File: src/rtl/team_fury_pkg.sv
// Shared definitions for the motor drive path: DIR steering codes, the
// per-wheel channel state, and the DIR-to-wheel command decoder.
// No ports (package).
package team_fury_pkg;

    localparam int unsigned CODE_W = 4;

    // dir[3:2] == 00 is proceed regardless of level[1:0]
    localparam logic [1:0]        DIR_PROCEED  = 2'b00;
    localparam logic [CODE_W-1:0] CODE_VEER_L  = 4'b0101;
    localparam logic [CODE_W-1:0] CODE_PIVOT_L = 4'b0111;
    localparam logic [CODE_W-1:0] CODE_VEER_R  = 4'b1001;
    localparam logic [CODE_W-1:0] CODE_PIVOT_R = 4'b1011;
    localparam logic [CODE_W-1:0] CODE_STOP    = 4'b1111;

    typedef enum logic [1:0] {
        CH_RUN   = 2'd0,
        CH_DECEL = 2'd1,
        CH_DEAD  = 2'd2
    } ch_state_t;

    // Duty magnitudes are parameters of the top, so the decoder only selects
    typedef enum logic [1:0] {
        SEL_ZERO  = 2'd0,
        SEL_FULL  = 2'd1,
        SEL_VEER  = 2'd2,
        SEL_PIVOT = 2'd3
    } duty_sel_t;

    typedef struct packed {
        logic      halt;     // stop or illegal: brake, zero duty
        logic      illegal;  // undefined code
        logic      l_rev;
        duty_sel_t l_sel;
        logic      r_rev;
        duty_sel_t r_sel;
    } wheel_cmd_t;

    function automatic wheel_cmd_t decode_dir(input logic [CODE_W-1:0] code);
        wheel_cmd_t c;
        c.halt    = 1'b0;
        c.illegal = 1'b0;
        c.l_rev   = 1'b0;
        c.l_sel   = SEL_ZERO;
        c.r_rev   = 1'b0;
        c.r_sel   = SEL_ZERO;
        if (code[3:2] == DIR_PROCEED) begin
            c.l_sel = SEL_FULL;
            c.r_sel = SEL_FULL;
        end else begin
            case (code)
                CODE_VEER_L: begin
                    c.l_sel = SEL_VEER;
                    c.r_sel = SEL_FULL;
                end
                CODE_VEER_R: begin
                    c.l_sel = SEL_FULL;
                    c.r_sel = SEL_VEER;
                end
                CODE_PIVOT_L: begin
                    c.l_rev = 1'b1;
                    c.l_sel = SEL_PIVOT;
                    c.r_sel = SEL_PIVOT;
                end
                CODE_PIVOT_R: begin
                    c.r_rev = 1'b1;
                    c.l_sel = SEL_PIVOT;
                    c.r_sel = SEL_PIVOT;
                end
                CODE_STOP: c.halt = 1'b1;
                default: begin
                    c.halt    = 1'b1;
                    c.illegal = 1'b1;
                end
            endcase
        end
        return c;
    endfunction

endpackage

File: src/rtl/motor_channel.sv
// One wheel: duty ramp, reversal FSM (RUN/DECEL/DEAD) with dead-time counter,
// PWM-period-aligned applied duty and the registered pwm/dir pins.
// Ports:
//   clk, rst_n    clock, async active-low reset
//   tick          ramp step strobe
//   wrap          shared PWM counter is at its last count
//   cnt_next      shared PWM counter value for the next cycle
//   halt          accepted command is stop/illegal (level)
//   desired_rev   requested direction (1 = reverse)
//   target        requested duty
//   pwm, dir      registered H-bridge pins
module motor_channel #(
    parameter int unsigned DW          = 12,
    parameter int unsigned RAMP_STEP   = 125,
    parameter int unsigned DEAD_CYCLES = 25000
) (
    input  logic          clk,
    input  logic          rst_n,
    input  logic          tick,
    input  logic          wrap,
    input  logic [DW-1:0] cnt_next,
    input  logic          halt,
    input  logic          desired_rev,
    input  logic [DW-1:0] target,
    output logic          pwm,
    output logic          dir
);
    import team_fury_pkg::*;

    localparam int unsigned CW   = $clog2(DEAD_CYCLES + 1);
    localparam logic [DW-1:0] STEP = DW'(RAMP_STEP);

    ch_state_t     state, state_next;
    logic [DW-1:0] duty, duty_next;
    logic [DW-1:0] applied, applied_next;
    logic [CW-1:0] dead_cnt, dead_next;
    logic          dir_next;
    logic          pwm_next;
    logic          aligned;
    logic [DW-1:0] ramp_tgt;
    logic [DW-1:0] step_gap;

    // State and pin registers
    always_ff @(posedge clk or negedge rst_n) begin
        if (!rst_n) begin
            state    <= CH_RUN;
            duty     <= '0;
            applied  <= '0;
            dead_cnt <= '0;
            dir      <= 1'b0;
            pwm      <= 1'b0;
        end else begin
            state    <= state_next;
            duty     <= duty_next;
            applied  <= applied_next;
            dead_cnt <= dead_next;
            dir      <= dir_next;
            pwm      <= pwm_next;
        end
    end

    // Next state, ramp and applied duty
    always_comb begin
        state_next   = state;
        dead_next    = dead_cnt;
        dir_next     = dir;
        duty_next    = duty;
        applied_next = applied;
        ramp_tgt     = '0;
        step_gap     = '0;
        aligned      = (desired_rev == dir);

        case (state)
            CH_RUN: begin
                if (!halt && !aligned) state_next = CH_DECEL;
            end
            CH_DECEL: begin
                if (halt) begin
                    state_next = CH_DEAD;
                    dead_next  = '0;
                end else if (aligned) begin
                    state_next = CH_RUN;
                end else if (duty == '0) begin
                    state_next = CH_DEAD;
                    dead_next  = '0;
                end
            end
            CH_DEAD: begin
                // Direction only ever changes here, after a full dead window
                if (dead_cnt == CW'(DEAD_CYCLES - 1)) begin
                    state_next = CH_RUN;
                    dead_next  = '0;
                    if (!halt) dir_next = desired_rev;
                end else begin
                    dead_next = dead_cnt + CW'(1);
                end
            end
            default: state_next = CH_RUN;
        endcase

        // Anything but an aligned running wheel ramps toward zero
        if (state == CH_RUN && aligned && !halt) ramp_tgt = target;

        if (halt || state == CH_DEAD) begin
            duty_next = '0;
        end else if (tick) begin
            if (duty < ramp_tgt) begin
                step_gap  = ramp_tgt - duty;
                duty_next = (step_gap > STEP) ? duty + STEP : ramp_tgt;
            end else begin
                step_gap  = duty - ramp_tgt;
                duty_next = (step_gap > STEP) ? duty - STEP : ramp_tgt;
            end
        end

        // Stop and dead time cut the output at once; otherwise load per period
        if (halt || state_next == CH_DEAD) begin
            applied_next = '0;
        end else if (wrap) begin
            applied_next = duty;
        end

        pwm_next = (cnt_next < applied_next);
    end

endmodule

File: src/rtl/motor_drive_decoder.sv
// DIR steering code to dual H-bridge drive: input hold filter, command decode,
// shared PWM counter and ramp tick, and one motor_channel per wheel.
// Ports:
//   clk, rst_n     clock, async active-low reset
//   DIR[3:0]       {dir[3:2], level[1:0]} steering code
//   l_pwm, l_dir   left bridge PWM / direction (1 = reverse)
//   r_pwm, r_dir   right bridge PWM / direction (1 = reverse)
//   brake          both bridges braked while stop/illegal is accepted
//   illegal        one-cycle pulse when an undefined code is accepted
module motor_drive_decoder #(
    parameter int unsigned PWM_PERIOD  = 2500,
    parameter int unsigned HOLD_CYCLES = 50000,
    parameter int unsigned RAMP_TICK   = 5000,
    parameter int unsigned RAMP_STEP   = 125,
    parameter int unsigned DEAD_CYCLES = 25000,
    parameter int unsigned DUTY_FULL   = 2500,
    parameter int unsigned DUTY_VEER   = 1250,
    parameter int unsigned DUTY_PIVOT  = 1500
) (
    input  logic       clk,
    input  logic       rst_n,
    input  logic [3:0] DIR,
    output logic       l_pwm,
    output logic       l_dir,
    output logic       r_pwm,
    output logic       r_dir,
    output logic       brake,
    output logic       illegal
);
    import team_fury_pkg::*;

    localparam int unsigned DW = $clog2(PWM_PERIOD + 1);
    localparam int unsigned HW = $clog2(HOLD_CYCLES + 1);
    localparam int unsigned TW = $clog2(RAMP_TICK + 1);

    logic [CODE_W-1:0] dir_q;
    logic [CODE_W-1:0] cmd, cmd_next;
    logic [HW-1:0]     hold_cnt, hold_next;
    logic [DW-1:0]     pwm_cnt, pwm_cnt_next;
    logic [TW-1:0]     tick_cnt, tick_next;
    logic              accept;
    logic              tick;
    logic              wrap;
    wheel_cmd_t        dec;
    logic [DW-1:0]     l_target, r_target;

    function automatic logic [DW-1:0] sel_duty(input duty_sel_t s);
        logic [DW-1:0] d;
        case (s)
            SEL_FULL:  d = DW'(DUTY_FULL);
            SEL_VEER:  d = DW'(DUTY_VEER);
            SEL_PIVOT: d = DW'(DUTY_PIVOT);
            default:   d = '0;
        endcase
        return d;
    endfunction

    // Filter, command, timebase and status registers
    always_ff @(posedge clk or negedge rst_n) begin
        if (!rst_n) begin
            dir_q    <= CODE_STOP;
            hold_cnt <= '0;
            cmd      <= CODE_STOP;
            pwm_cnt  <= '0;
            tick_cnt <= '0;
            brake    <= 1'b1;
            illegal  <= 1'b0;
        end else begin
            dir_q    <= DIR;
            hold_cnt <= hold_next;
            cmd      <= cmd_next;
            pwm_cnt  <= pwm_cnt_next;
            tick_cnt <= tick_next;
            brake    <= dec.halt;
            illegal  <= accept & dec.illegal;
        end
    end

    // Hold filter, decode of the command in force after this edge, timebases
    always_comb begin
        hold_next = hold_cnt;
        if (DIR != dir_q) begin
            hold_next = '0;
        end else if (hold_cnt != HW'(HOLD_CYCLES)) begin
            hold_next = hold_cnt + HW'(1);
        end

        // Pin changed HOLD_CYCLES+1 edges ago and stayed put
        accept   = (DIR == dir_q) && (hold_cnt >= HW'(HOLD_CYCLES - 1)) && (dir_q != cmd);
        cmd_next = accept ? dir_q : cmd;

        // Decoding cmd_next lets a same-edge ramp tick see the new target
        dec      = decode_dir(cmd_next);
        l_target = sel_duty(dec.l_sel);
        r_target = sel_duty(dec.r_sel);

        wrap         = (pwm_cnt == DW'(PWM_PERIOD - 1));
        pwm_cnt_next = wrap ? '0 : pwm_cnt + DW'(1);

        tick      = (tick_cnt == TW'(RAMP_TICK - 1));
        tick_next = tick ? '0 : tick_cnt + TW'(1);
    end

    motor_channel #(
        .DW          (DW),
        .RAMP_STEP   (RAMP_STEP),
        .DEAD_CYCLES (DEAD_CYCLES)
    ) u_left (
        .clk         (clk),
        .rst_n       (rst_n),
        .tick        (tick),
        .wrap        (wrap),
        .cnt_next    (pwm_cnt_next),
        .halt        (dec.halt),
        .desired_rev (dec.l_rev),
        .target      (l_target),
        .pwm         (l_pwm),
        .dir         (l_dir)
    );

    motor_channel #(
        .DW          (DW),
        .RAMP_STEP   (RAMP_STEP),
        .DEAD_CYCLES (DEAD_CYCLES)
    ) u_right (
        .clk         (clk),
        .rst_n       (rst_n),
        .tick        (tick),
        .wrap        (wrap),
        .cnt_next    (pwm_cnt_next),
        .halt        (dec.halt),
        .desired_rev (dec.r_rev),
        .target      (r_target),
        .pwm         (r_pwm),
        .dir         (r_dir)
    );

endmodule

File: config.mk
export PLATFORM = sky130hd
export DESIGN_NAME = motor_drive_decoder
export DESIGN_NICKNAME = d
export VERILOG_FILES = /design/src/rtl/team_fury_pkg.sv /design/src/rtl/motor_channel.sv /design/src/rtl/motor_drive_decoder.sv
export SDC_FILE = /design/constraint.sdc
export NUM_CORES = 1
export LEC_CHECK = 0
export ABC_CLOCK_PERIOD_IN_PS = 7300
export BUFFER_PORTS_ARGS = -buffer_cell sky130_fd_sc_hd__buf_2
export CAP_MARGIN = 20
export CORE_MARGIN = 2
export CORE_UTILIZATION = 47
export CTS_CLUSTER_DIAMETER = 50
export DETAILED_ROUTE_END_ITERATION = 6
export PLACE_DENSITY = 0.62
export SLEW_MARGIN = 20
export SYNTH_ARGS = -nofsm -noshare
export SYNTH_HDL_FRONTEND = slang
export SYNTH_HIERARCHICAL = 1
export SYNTH_SLANG_ARGS = --single-unit
File: constraint.sdc
create_clock -name clk -period 7.3 [get_ports clk]
set_input_delay 0.365 -clock clk [delete_from_list [all_inputs] [get_ports clk]]
set_output_delay 0.365 -clock clk [all_outputs]
set_load 0.1 [all_outputs]
== After elaboration in Yosys (flattened, before gate mapping) ==
Cells that the tools add are included.

* Input port bits: 6
* Word-level logic and storage cells: 161
* Bits in registers: 137

* Magnitude comparators: 9
* Mux-type cells: 55
* Eq/ne operators: 31
* Add/subtract/negate cells: 13
* Bitwise operators: 2
* Reduce and logical (&&, ||, !) cells: 32

{| class="wikitable"
|+ Operators with widths
! cell !! number
|-
| 12-bit two-way mux || 17
|-
| 15-bit two-way mux || 8
|-
| 12-bit case mux with 3 select lines || 2
|-
| 15-bit case mux with 2 select lines || 2
|-
| 12-bit by 7-bit greater-than comparator with 1-bit output, second input constant || 4
|-
| 12-bit less-than comparator || 4
|-
| 12-bit subtractor || 4
|-
| 16-bit two-way mux || 2
|-
| 15-bit by 1-bit adder with 15-bit output, second input constant || 2
|-
| 15-bit == test, second input constant || 2
|-
| 12-bit by 7-bit adder with 12-bit output, second input constant || 2
|-
| 12-bit logical NOT || 2
|-
| 2-bit two-way mux || 12
|-
| 2-bit case mux with 3 select lines || 4
|-
| 12-bit by 7-bit subtractor with 12-bit output, second input constant || 2
|-
| 16-bit by 1-bit adder with 16-bit output, second input constant || 1
|-
| 2-bit == test, second input constant || 8
|-
| 16-bit >= comparator, second input constant || 1
|-
| 16-bit != test, second input constant || 1
|-
| 13-bit by 1-bit adder with 13-bit output, second input constant || 1
|-
| 13-bit == test, second input constant || 1
|-
| 13-bit two-way mux || 1
|-
| 12-bit by 1-bit adder with 12-bit output, second input constant || 1
|-
| 12-bit == test, second input constant || 1
|-
| other kinds (22) || 57
|}

== Depth between registers and ports, before layout ==
Gate-level depths: netlist (run 1).

* Depth after elaboration: 18
* Depth in mapped cells: 25
* Gate-level depth less buffers: 21

== Modules after synthesis ==
The synthesis (run 1) kept the hierarchy.

{| class="wikitable"
|+ By module, submodules not included
! module !! cells each !! area each (um^2) !! instances
|-
| motor_channel at u_right || 576 || 4599.4 || 1
|-
| motor_channel at u_left || 535 || 4277.9 || 1
|-
| motor_drive_decoder || 291 || 2937.8 || 1
|}

== Worst setup path after synthesis (run 1) ==
No wires, ideal clock.

* Path kind: register to register
* From: reg dir_q[3]
* To: reg u_left.duty[4]
* Path buffers: 6
* Clock period less this slack: 6028 ps
* Data arrival time: 5902 ps
* Stages on the path, launching flop included: 24
* Setup slack: 1272 ps
* Data required time: 7174 ps
* Library setup time: 126 ps
* Cells stage by stage: dfstp_2 > buf_2 > xnor2_2 > nand4_2 > a2111oi_4 > buf_6 > mux2_4 > buf_6 > or3_1 > buf_6 > nor2_2 > clkbuf_1 > nand2_1 > ha_1 > clkbuf_1 > and3b_1 > and2_1 > a311oi_1 > o31ai_1 > or4_4 > a2111o_1 > o22ai_4 > a211oi_1 > a221o_1

{| class="wikitable"
|+ RTL lines
! item !! RTL line !! text
|-
| from (decl) || motor_drive_decoder.sv:36 || <nowiki>logic [CODE_W-1:0] dir_q;</nowiki>
|-
| from (signal assigned) || motor_drive_decoder.sv:61 || <nowiki>dir_q <= CODE_STOP;</nowiki>
|-
| from (signal assigned) || motor_drive_decoder.sv:69 || <nowiki>dir_q <= DIR;</nowiki>
|-
| to (signal assigned) || motor_channel.sv:54 || <nowiki>duty <= duty_next;</nowiki>
|-
| to (decl) || motor_channel.sv:34 || <nowiki>logic [DW-1:0] duty, duty_next;</nowiki>
|}

==> results of run 1 <==
## layout make-up
| cell class | count | area [µm²] |
|---|---|---|
| sequential | 137 | 3440 |
| antenna | 1 | 2.50 |
| inverter | 70 | 263 |
| tap | 330 | 413 |
| clock inverter | 13 | 184 |
| fill | 2396 | 12300 |
| clock buffer | 18 | 439 |
| multi-input combinational | 1123 | 7800 |
| timing repair buffer | 24 | 161 |
## cell usage after synthesis (all sizes together), types with 10 or more instances
cell type,n,area [µm²]
a211oi,14,110
a21o,18,135
a21oi,65,340
a31oi,13,81.3
and2,13,82.6
and3,36,225
and4,11,96.3
buf,13,97.6
clkbuf,63,236
dfrtp,128,3200
ha,66,826
inv,70,263
mux2,43,510
mux2i,29,290
nand2,139,524
nand2b,24,150
nand3,55,280
nand3b,13,97.6
nand4,33,213
nor2,107,423
nor2b,22,138
nor3,35,185
nor3b,10,80.1
nor4,15,124
o211ai,20,164
o21ai,96,480
o31ai,13,111
or3,20,130
or4,12,110
xnor2,55,497
xor2,23,209
## repair_timing
action / CTS / global route
endpoints found under the hold margin: 25 / 0
resized for setup: 0 / 1
endpoints found under the setup margin: 0 / 3
hold buffers: 1 / 0
## sequential cells by signal, summed over array words and instances, names as in the netlist
| register | cells |
|---|---|
| u_right/dir | 1 |
| illegal | 1 |
| u_left/applied | 12 |
| u_right/state | 2 |
| pwm_cnt | 12 |
| u_left/state | 2 |
| tick_cnt | 13 |
| u_right/pwm | 1 |
| u_left/dead_cnt | 15 |
| u_left/duty | 12 |
| u_right/applied | 12 |
| dir_q | 4 |
| u_left/dir | 1 |
| u_left/pwm | 1 |
| brake | 1 |
| hold_cnt | 16 |
| u_right/dead_cnt | 15 |
| cmd | 4 |
| u_right/duty | 12 |
## per-stage QoR
| stage | power (µW) | instances |
|---|---|---|
| floorplan | 801 | 1406 |
| global placement | 824 | 1683 |
| detailed placement | 824 | 1683 |
| CTS | 1760 | 1715 |
| global route | 1800 | 1715 |
| finish | 1730 | 1716 |
## path summary, 6_finish.rpt
path / end / slack [ps] / cells past startpoint
worst max-delay path: u_right/duty[0] / 540 / 18
worst min-delay path: dir_q[2] / 80 / 1
worst max register to register: u_right/duty[0] / 540 / 18
worst min register to register: tick_cnt[11] / 490 / 1
max in group asynchronous: u_left/state[0] / 5390 / 3
min in group asynchronous: tick_cnt[11] / 510 / 2
## power by group
part | total [µW] | internal (µW) | switching, µW
clock | 924 | 558 | 366
sequential | 766 | 762 | 4.12
combinational | 44.4 | 13.1 | 31.4
## worst max-delay path: stages (launching register included)
cell and delay [ps]:
dfstp_2 640, xnor2_1 160, nand4_2 110, buf_4 210, a2111oi_4 460, buf_4 380
mux2i_1 440, xor2_1 190, nor2_2 530, nand2_1 220, ha_1 700, nand2_1 160
a2111oi_0 620, or3_1 280, xnor2_1 190, nor4b_4 110, nor4_4 730, mux2i_1 170
a221o_1 340
## routing by layer
layer / vias up / routed length, µm
met5: - / 0
met4: 0 / 461
met3: 26 / 1940
met2: 345 / 13900
met1: 5081 / 15200
li1: 5078 / -
## logic make-up after synthesis
group                      Yosys count  synth area share, %
DFF                                137                 29.1
xor gates and xnor gates            78                 5.97
and+or+nand+nor                    563                 25.7
other                                1               0.0317
adders and majority gates           69                 7.41
muxes                               72                 6.78
buffers and inverters              146                 5.05
AOI/OAI and AO/OA                  336                 19.9
==> impl_metrics.toml, run 1 <==
[final_layout]
final_cell_mix = "nand2_1, dfrtp_1, nor2_1"
fin_nets = 1447
postLayoutCellArea_mm2 = 0.0127
final_common_cell = "nand2_1"
layout-drive-gt1-share_pct = 10.7
area_delta_synth_final_pct = 7.50
utilization_pct = 50.9

[route]
vias = 10500
first_pass_iters = 5
drc = 0
drt_wl_total_um = 31400
drtAntennaViolNets = 0
drt_iter0_markers = 849
via_per_inst = 6.14
wl_per_cell_um = 18.3

[synth]
avgSynthCellArea_um2 = 8.43
synth_area_mm2 = 0.0118
synth_seq_cells = 137
yosys_warnings = 6
synth_flop_cell = "dfrtp_1"
synth_edf_count = 0
ys_seq_area_share_pct = 29.1
yosys.cell_types.count = 105
synthCells = 1402
ys_async_sr_fraction_pct = 100

[clock_tree]
clk_latency_ps = 420
clk_pin_slew_ps = 70
clockBufferDepth = 2
cts_root_buffer = "clkbuf_16"
cts.sink_count = 137
htree_levels = 4
cts_tree = "done"
post_cts_buffers = 0
cts_buffers = 17

[die]
pin_count = 12
rows = 58
coreArea_mm2 = 0.0250
die_area_mm2 = 0.0264
fp.dieH_um = 163
start_util_pct = 47.3
die_x_um = 163

[sta]
rsz0062_at_grt = "false"
period_share_pct = 92.6
setup_violations = 0
slew_violations = 0
relSlewSlack_pct = 19.0
fmax_mhz = 148
worst_slack_ps = 544
hold_slack_ps = 75.0
tightest_slew_ps = 1210
fin_skew_ps = 16.6
fin_crit_ps = 6760
hold_violations = 0
fin_setup_tns_ps = 0

[grt]
track_usage_pct = 24.0
grtUsageMet2_pct = 36.9
gr-total-overflow = 0
grt-busiest-layer = "met2"
met3_usage_pct = 4.15
grtUsageMet1_pct = 34.8
grt_max_degree = 71
grt_pass1_wl_um = 51500
antenna_found_initial = 1
grt_pass1_vias = 9848

[placed_design]
dp.final_hpwl_um = 22800
place_congestion = 0.903
place_ws_ps = 592
post_dp_cell_area_mm2 = 0.0121
port_buffers = 11

[flow_run]
max-cap-violations = 0

[setup_path]
start_kind = "flop"
critPathCaptureType = "flop"
cp.arrival_ps = 7070
cp.required_ps = 7610
critPathMaxFanout = 17
worstReg2RegStart = "dir_q[2]"
crit_path_start = "dir_q[2]"
critPathKind = "flop to flop"

[min_path]
hp-class = "input pin to flop"
hp-start = "DIR[2]"

[pwr]
power_density_mw_per_mm2 = 137
peakVddDrop_mv = 0.126
power_leakage_uw = 0.00549

[status]
status = "completed"
Note: power is estimated with default switching activity, not from simulation.
==> inputs of run 2 (changes only) <==
- CORE_ASPECT_RATIO: not set -> 0.7
- CORE_UTILIZATION: 47 -> 40
- PLACE_DENSITY: 0.62 -> 0.55
==> run 2 against run 1 <==
Compared with the run above: die area increased by 17%; sequential cell count is the same; combinational power rose by 4.7%; setup slack lost 56 ps; global-route usage decreased by 2.0 points; first-iteration DRC count increased by 14%; clock power increased by 1%; largest power group unchanged.
==> impl_metrics.toml, run 2 (synthesis results as in run 1) <==
[flow_run]
max-cap-violations = 0

[pwr]
power_leakage_uw = 0.00550
power_uw = 1750
power_density_mw_per_mm2 = 137
peakVddDrop_mv = 0.122

[die]
pin_count = 12
start_util_pct = 40.8
rows = 52
coreArea_mm2 = 0.0290
die_area_mm2 = 0.0310
fp.dieH_um = 148
die_x_um = 209

[route]
drtAntennaViolNets = 0
drc = 0
drt_iter0_markers = 966
first_pass_iters = 5
via_per_inst = 5.95
vias = 10500
drt_wl_total_um = 33000
wl_per_cell_um = 18.7

[placed_design]
place_ws_ps = 572
port_buffers = 11
post_dp_cell_area_mm2 = 0.0121
dpl.cell_count = 1734
place_congestion = 0.864
dp.final_hpwl_um = 24200

[clock_tree]
hold_buffers = 1
cts_root_buffer = "clkbuf_16"
clockBufferDepth = 2
cts.sink_count = 137
htree_levels = 4
cts_buffers = 17
cts-resized-gates = 0
clk_latency_ps = 440
cts_tree = "done"
clk_pin_slew_ps = 60
post_cts_buffers = 0

[final_layout]
area_delta_synth_final_pct = 8.20
regMostFlops = "hold_cnt"
antenna_cells = 0
instances_no_fill = 1767
multi_input_area_mm2 = 0.00779
largest_register_ffs = 16
postLayoutCellArea_mm2 = 0.0128
final_common_cell = "nand2_1"
seqCellArea_mm2 = 0.00344
final_cell_mix = "nand2_1, dfrtp_1, nor2_1"
layout-drive-gt1-share_pct = 10.9
fillerInstances = 2840
largestRegisters = "hold_cnt x16, u_left/dead_cnt x15, u_right/dead_cnt x15"
fin_nets = 1450

[min_path]
hold_depth = 1
hp-class = "input pin to flop"

[setup_path]
critPathMaxFanout = 19
cp.depth = 20
start_kind = "flop"
critPathKind = "flop to flop"
crit_family = "compound AO/OA/AOI/OAI gates"
crit_slowest_cell = "nor2_2"
cp.buffers_inverters = 2
crit_chain = "ha_1, and3_1, o31ai_4, a2111oi_4, buf_4, mux2i_1, xor2_2, buf_4, nor2_2, nand2_1, ha_1, and3b_1, and2_1, a311oi_1, o31ai_1, or4_4, a2111o_1, o21ai_1, a211oi_1, o31ai_1"
critPathMaxStageDelay_ps = 610
critPathCaptureType = "flop"
cp.required_ps = 7640
cp.arrival_ps = 7150
r2r_cells = 20

[grt]
antenna_found_initial = 1
track_usage_pct = 22.0
grt_max_degree = 76
grt_pass1_vias = 9576
gr-total-overflow = 0
grt_pass1_wl_um = 53900

[sta]
period_share_pct = 93.3
fmax_mhz = 147
fin_skew_ps = 12.7
fin_crit_ps = 6810
tightest_slew_ps = 936
setup_violations = 0
slew_violations = 0
rsz0062_at_grt = "false"
worst_slack_ps = 488
relSlewSlack_pct = 36.0
fin_setup_tns_ps = 0
hold_violations = 0

[status]
status = "completed"
## run 2: changes by cell type in the layout (fill, tap and decap cells not counted)
cell        before  now
clkinv_2         0    3
clkinv_4         2    1
clkinvlp_4       1    4
nor2_4           1    0
clkbuf_8         1    2
inv_6            4    0
bufinv_16        3    4
clkbuf_1         0    1
diode_2          1    0
buf_4           12   15
nor2_2           1    2
inv_8            3    0
## run 2: worst paths after layout
check,startpoint,end,slack (ps)
max,hold_cnt[1],u_left/duty[1],490
min,DIR[3],dir_q[3],80
max reg2reg,hold_cnt[1],u_left/duty[1],490
min reg2reg,u_right/dead_cnt[14],u_right/dead_cnt[14],490
max in group asynchronous,rst_n,u_left/dead_cnt[1],5360
min in group asynchronous,rst_n,u_right/dead_cnt[12],540
## run 2: worst register-to-register path, stage by stage (launching register included)
cell and delay, ps:
dfrtp_1 420, ha_1 210, and3_1 280, o31ai_4 90, a2111oi_4 390, buf_4 380
mux2i_1 490, xor2_2 110, buf_4 190, nor2_2 610, nand2_1 300, ha_1 480
and3b_1 260, and2_1 160, a311oi_1 540, o31ai_1 120, or4_4 530, a2111o_1 420
o21ai_1 380, a211oi_1 140, o31ai_1 230
## run 2: per-layer routing
| layer | vias up | routed length (µm) | GRT usage, % |
|---|---|---|---|
| met3 | 29 | 2550 | 5.40 |
| met1 | 5057 | 17700 | 35.9 |
| li1 | 5092 | - | - |
| met5 | - | 0 | 0 |
| met4 | 0 | 307 | 5.07 |
| met2 | 333 | 12400 | 27.9 |
## run 2: area by class of cell
| cell class | count | share of cell area, % |
|---|---|---|
| timing repair buffer | 27 | 1.44 |
| sequential | 137 | 26.9 |
| clock buffer | 20 | 3.57 |
| clock inverter | 12 | 1.36 |
| tap | 378 | 3.70 |
| inverter | 70 | 2.06 |
| multi-input combinational | 1123 | 61.0 |
## run 2: power breakdown
| part | total, µW | switching [µW] | leakage, µW | internal [µW] |
|---|---|---|---|---|
| clock network | 935 | 347 | 0.000298 | 588 |
| logic | 46.5 | 33.3 | 0.00351 | 13.2 |
| registers | 767 | 4.27 | 0.00169 | 762 |
| total | 1750 | 385 | 0.00550 | 1360 |
## run 2: stage by stage
step	hold WS (ps)	utilization (%)
after detailed placement	460	41.9
after CTS	53.2	44.2
after global routing	47.6	44.2
final	79.1	44.2
after global placement	458	41.9
after floorplan	69.4	-
